### src/rtl/systolic_result_drain.sv
// Result drain for the NxN systolic MAC array: waits LAT cycles after start, snapshots all
// accumulators at once, then streams them over valid/ready. Define DRAIN_COLMAJOR_EN for column-major beat order.
module systolic_result_drain #(
    parameter int DW  = 8,
    parameter int N   = 3,
    parameter int LAT = 7,
    parameter int IW  = 4
) (
    input  logic              clk,
    input  logic              rst,
    input  logic              start,
    input  logic [N*N*DW-1:0] res_flat,
    output logic              m_valid,
    input  logic              m_ready,
    output logic [DW-1:0]     m_data,
    output logic [IW-1:0]     m_index,
    output logic              m_last,
    output logic              busy,
    output logic              done,
    output logic              start_err
);

    // state  | meaning
    // IDLE   | waiting for start from the feeder
    // WAIT   | latency counter running down to the snapshot edge
    // STREAM | presenting snapshot elements one per beat
    typedef enum logic [1:0] {IDLE, WAIT, STREAM} state_t;

    localparam logic [IW-1:0] LAST_BEAT = IW'(N*N - 1);

    state_t              state, state_nxt;
    logic [7:0]          cnt;
    logic [IW-1:0]       beat;
    logic [IW-1:0]       beat_nxt;
    logic [IW-1:0]       idx_nxt;
    logic [N*N*DW-1:0]   snap;
    logic                fire;

    // Maps beat number to the row-major element index that beat carries.
    function automatic logic [IW-1:0] idx_of(input logic [IW-1:0] k);
`ifdef DRAIN_COLMAJOR_EN
        int kk;
        kk = int'(k);
        return IW'((kk % N) * N + kk / N);
`else
        return k;
`endif
    endfunction

    assign fire     = m_valid && m_ready;
    assign beat_nxt = beat + 1'b1;
    assign idx_nxt  = idx_of(beat_nxt);

    always_ff @(posedge clk) begin
        if (rst) begin
            state     <= IDLE;
            cnt       <= '0;
            beat      <= '0;
            snap      <= '0;
            m_valid   <= 1'b0;
            m_data    <= '0;
            m_index   <= '0;
            done      <= 1'b0;
            start_err <= 1'b0;
        end else begin
            state     <= state_nxt;
            done      <= 1'b0;
            start_err <= start && (state != IDLE);
            case (state)
                IDLE: begin
                    if (start) cnt <= 8'(LAT - 1);
                end
                WAIT: begin
                    if (cnt == 8'd0) begin
                        snap    <= res_flat;
                        beat    <= '0;
                        m_index <= idx_of('0);
                        m_data  <= res_flat[DW-1:0];
                        m_valid <= 1'b1;
                    end else begin
                        cnt <= cnt - 8'd1;
                    end
                end
                STREAM: begin
                    if (fire) begin
                        if (beat == LAST_BEAT) begin
                            m_valid <= 1'b0;
                            done    <= 1'b1;
                        end else begin
                            beat    <= beat_nxt;
                            m_index <= idx_nxt;
                            m_data  <= snap[idx_nxt*DW +: DW];
                        end
                    end
                end
                default: ;
            endcase
        end
    end

    always_comb begin
        state_nxt = state;
        case (state)
            IDLE:    if (start) state_nxt = WAIT;
            WAIT:    if (cnt == 8'd0) state_nxt = STREAM;
            STREAM:  if (fire && beat == LAST_BEAT) state_nxt = IDLE;
            default: state_nxt = IDLE;
        endcase
    end

    always_comb begin
        busy   = (state != IDLE);
        m_last = m_valid && (beat == LAST_BEAT);
    end

endmodule

### config.mk
export PLATFORM = sky130hd
export DESIGN_NAME = systolic_result_drain
export DESIGN_NICKNAME = d
export VERILOG_FILES = /design/src/rtl/systolic_result_drain.sv
export SDC_FILE = /design/constraint.sdc
export NUM_CORES = 1
export LEC_CHECK = 0
export BUFFER_PORTS_ARGS = -buffer_cell sky130_fd_sc_hd__clkbuf_2
export CAP_MARGIN = 20
export CORE_MARGIN = 3
export CORE_UTILIZATION = 50
export CTS_CLUSTER_SIZE = 25
export DETAILED_ROUTE_END_ITERATION = 7
export HOLD_SLACK_MARGIN = 0.02
export PLACE_DENSITY = 0.73
export SLEW_MARGIN = 20
export SYNTH_ARGS = -nofsm -noshare
export SYNTH_HDL_FRONTEND = slang
export SYNTH_SLANG_ARGS = --single-unit
export TNS_END_PERCENT = 30
### constraint.sdc
create_clock -name clk -period 4.9 [get_ports clk]
set_input_delay 1.225 -clock clk [delete_from_list [all_inputs] [get_ports clk]]
set_output_delay 1.225 -clock clk [all_outputs]
set_load 0.01 [all_outputs]
==> impl_summary.md <==
Status
The run finished with clean final reports.

Logic synthesis
Counting distinct cell types in the post-synthesis netlist gives 41. Of the synthesized area, sequential elements account for a little under half. The number of nets in the synthesized netlist is 597. After synthesis the cells add up to ~4300 um2. The count of state elements after synthesis is a little under 100. During synthesis, Yosys emitted a total of 0 warnings.

The synthesized area per cell is approximately 8.3 um2. In the synthesized netlist, the number of instances is 517.

Timing
The total count of hold-check failures in the final report is 0. Across the routed clock network, the largest skew measured is ~0.0077 ns. In the final timing run, aggregate negative setup slack is 0 ns. For the pin with the worst max-slew slack, the measured transition is around 0.98 ns.

The final-layout worst hold slack is between 0.4 and 0.5 ns. The highest clock rate is approximately 300 MHz. The clock period minus worst slack is approximately 3.3 ns. The final setup violation count is 0. The relative slew slack is ~34%. Setup repair after global routing left no endpoint under its margin. The worst path uses between 60% and 70% of the clock period. The count of pins over their slew limit came to 0.

Worst setup path
The destination of the critical timing path is m_last. The type of element capturing the critical path is a primary output. The start of the worst register-to-register path is beat[0].

The arrival time reported for the critical path endpoint is between 2 and 2.5 ns. The type of the setup path with the least slack is reg -> out. STA puts the critical path data required time at 3.67 ns. Along the worst path, the maximum fanout reaches 14. Tracing the worst setup path back leads to its startpoint at beat[0].

In this design, the stage delay of the slowest critical-path cell is 0.69 ns. The library cell contributing the largest single delay on the critical path is sky130_fd_sc_hd__dfxtp_1. The cell class contributing the biggest share of worst-path delay is flip-flops.

The critical path goes through inv_1 -> ha_1 -> and3b_2 -> and2_1 -> clkbuf_2. STA classifies the critical path startpoint as a register. The worst register-to-register path has a depth of 6. The capturing point of the worst reg2reg path is m_data[5].

The worst setup slack for register-to-register paths is a little under 2 ns. The critical path crosses 5 cells after its start point. The buffer and inverter count on the worst path is 2.

GRT
For this run, the total global-route usage over all layers was measured as 23.37%. The number of global-route vias before repair is around 3700. The total overflow left after global routing is 0. The wire length of the first global-routing pass is ~18000 um. Entering global routing, the biggest net connects 75 pins. The number of antenna violations at the first check in global routing was 0.

Min path
The number of cells traversed by the worst hold path is 2. The worst min-delay path category is reg -> reg.

Placed design
At the end of routability-driven placement, the weighted congestion stood at approximately 0.89. Detailed placement finished with a half-perimeter wire length of about 8000 um. The cell total after placement is between 600 and 700. In this run the cell area measured after placement is 4753 um2. The count of buffers added on input and output ports is 92.

Finish
The final instance count without filler cells is around 700. The most common cell after layout, fill and taps aside is sky130_fd_sc_hd__nand2_1. In the layout the commonest cells are 152 x sky130_fd_sc_hd__nand2_1, 97 x sky130_fd_sc_hd__dfxtp_1, 92 x sky130_fd_sc_hd__clkbuf_2.

The summed area of non-filler cells in the final layout is roughly 5000 um2. The area growth from synthesis to final layout is 15.84%. The layout net count is approximately 670. The ratio of cells with drive above 1 in the final layout is ~22%. 0 antenna diodes ended up in the layout.

Floorplanning
The die span in y is roughly 99 um. The die covers between 9000 and 10000 um2. The initial utilization of the core area, before any placement, comes to between 50% and 60%. The horizontal die dimension is 98.86 um. Row generation in the floorplan step produced 33 rows.

The count of boundary I/O pins is 93. The region available for standard cell placement spans slightly above 8000 um2.

Detailed routing
The number of design-rule violations left by the first detailed-router iteration is 236. The per-cell routed wire length is 15.79 um. In the routed layout, each cell is associated on average with a via count of 5.527. In the routed design, unresolved DRC markers number 0. The total via count after detailed routing is 3858. The first detailed-routing pass ran for 5 iterations.

The final wirelength is 11020 um. The remaining antenna violation count is 0.

Clock tree
The number of buffers added by the clock tree synthesis step is 9. TritonCTS built the clock tree. After clock tree synthesis, the flow added hold-fix buffers numbering 0. After clock tree synthesis, the clock-pin slew on the worst setup and hold paths is around 0.090 ns. No sink is reached through more buffers than the 2 on the longest clock path.

At the later pin of the worst-skew pair, clock insertion delay measures between 0.3 and 0.4 ns. The number of instances resized during post-cts repair is 0. After clock tree synthesis, the setup repair step added 0 buffers.

The root buffer selected by CTS is sky130_fd_sc_hd__clkbuf_8. The clock net sink count is 97. The H-tree generated during clock tree synthesis spans 3 levels.

Power and ir drop
In this run the power density over the cells is ~440 nW/um2. Summed over all cells, the static leakage comes to around 1.8 nW. The total power of the final layout is 0.002186 W. IR analysis of the VDD net gives a maximum drop of between 0.0002 and 0.00025 V.

Job
The max capacitance violation total is 0.
cells in the mapped netlist:
library cell | n | area [um2]
sky130_fd_sc_hd__nand2_1 | 152 | 570.6
sky130_fd_sc_hd__dfxtp_1 | 97 | 1942
sky130_fd_sc_hd__a21oi_1 | 81 | 405.4
sky130_fd_sc_hd__nor2_1 | 37 | 138.9
sky130_fd_sc_hd__clkbuf_1 | 19 | 71.32
sky130_fd_sc_hd__mux2i_1 | 18 | 180.2
sky130_fd_sc_hd__buf_4 | 9 | 67.56
sky130_fd_sc_hd__nand3_1 | 9 | 45.04
sky130_fd_sc_hd__a211oi_1 | 8 | 60.06
sky130_fd_sc_hd__a221oi_1 | 8 | 70.07
sky130_fd_sc_hd__a22oi_1 | 8 | 60.06
sky130_fd_sc_hd__xor2_1 | 7 | 61.31
sky130_fd_sc_hd__inv_1 | 5 | 18.77
sky130_fd_sc_hd__buf_6 | 4 | 45.04
sky130_fd_sc_hd__ha_1 | 4 | 50.05
sky130_fd_sc_hd__nor2b_1 | 4 | 25.02
sky130_fd_sc_hd__buf_2 | 3 | 15.01
sky130_fd_sc_hd__mux4_1 | 3 | 78.83
sky130_fd_sc_hd__mux4_2 | 3 | 67.56
sky130_fd_sc_hd__nand3b_1 | 3 | 22.52
sky130_fd_sc_hd__nor3b_1 | 3 | 22.52
sky130_fd_sc_hd__o211ai_1 | 3 | 22.52
sky130_fd_sc_hd__o211ai_2 | 3 | 37.54
sky130_fd_sc_hd__a311oi_1 | 2 | 17.52
sky130_fd_sc_hd__and2_2 | 2 | 15.01
sky130_fd_sc_hd__mux2_2 | 2 | 22.52
sky130_fd_sc_hd__nand2b_1 | 2 | 12.51
sky130_fd_sc_hd__nand4b_1 | 2 | 17.52
sky130_fd_sc_hd__nor4_4 | 2 | 42.54
sky130_fd_sc_hd__o21ai_0 | 2 | 10.01
sky130_fd_sc_hd__xnor2_1 | 2 | 17.52
sky130_fd_sc_hd__a2111oi_0 | 1 | 8.760
sky130_fd_sc_hd__a31oi_1 | 1 | 6.260
sky130_fd_sc_hd__and2_1 | 1 | 6.260
sky130_fd_sc_hd__and3_1 | 1 | 6.260
sky130_fd_sc_hd__and3b_2 | 1 | 10.01
sky130_fd_sc_hd__clkbuf_4 | 1 | 7.510
sky130_fd_sc_hd__nor3_2 | 1 | 10.01
sky130_fd_sc_hd__nor4_1 | 1 | 6.260
sky130_fd_sc_hd__o32a_2 | 1 | 11.26
sky130_fd_sc_hd__or2_1 | 1 | 6.260
power breakdown:
part	switching, W	leakage, nW	internal, W	total [W]
Combinational	0.000355	0.945	0.000221	0.000576
Sequential	0.0000974	0.787	0.000922	0.00102
Clock	0.000276	0.112	0.000313	0.000590
Total	0.000729	1.84	0.00146	0.00219
cell type report:
class / instances / area (um2)
fill: 771 / 3304
multi-input combinational: 379 / 2165
sequential: 97 / 1942
timing repair buffer: 97 / 510.5
clock buffer: 11 / 151.4
tap: 105 / 131.4
clock inverter: 4 / 76.32
inverter: 5 / 18.77
worst register-to-register path: cells and delay by family, from the launching register on:
family | cells | cell delay (ns)
mux | 1 | 0.63
flops | 1 | 0.69
fa+ha+maj | 1 | 0.54
compound gates | 2 | 0.27
buf+inv | 2 | 0.66
stage by stage:
stage | setup slack, ns | util (%)
finish | 1.602 | 60.18
global placement | 2.082 | 57.03
floorplan | 2.529 | -
global route | 1.527 | 60.18
CTS | 1.634 | 60.02
detailed placement | 1.978 | 57.27
worst min-delay path by stage:
stage	slack [ns]	from	to
after CTS	0.46	snap[30]	snap[30]
after global routing	0.48	snap[36]	snap[36]
after global placement	0.44	snap[61]	snap[61]
final	0.46	snap[30]	snap[30]
after floorplan	0.43	snap[59]	snap[59]
after detailed placement	0.45	snap[30]	snap[30]
layer usage:
metal  part of all wire (%)  routed length, um  GRT usage (%)  vias to the layer above
met2                     44               4852          35.64                      157
met3                    8.2                905          5.449                       17
met1                     46               5046          32.43                     1775
met4                    2.0                219          8.403                        0
li1                       -                  -              -                     1909
met5                      0                  0              0                        -
cells by family (layout without fill, tap and decap cells):
group,count (synthesis),after routing,share of synthesized area (%)
AND/OR/NAND/NOR,222,222,22.20
AO/OA/AOI/OAI,118,118,16.45
flip-flops,97,97,45.04
buffers and inverters,41,117,5.223
multiplexers,26,26,8.096
XOR/XNOR,9,9,1.828
adder cells (fa/ha/maj),4,4,1.161
state kept, by name (all words and copies together), names as in the netlist:
register / count
done: 1
start_err: 1
beat: 4
m_data: 8
m_valid: 1
snap: 72
cnt: 8
state: 2
(Power assumes the default switching activity.)
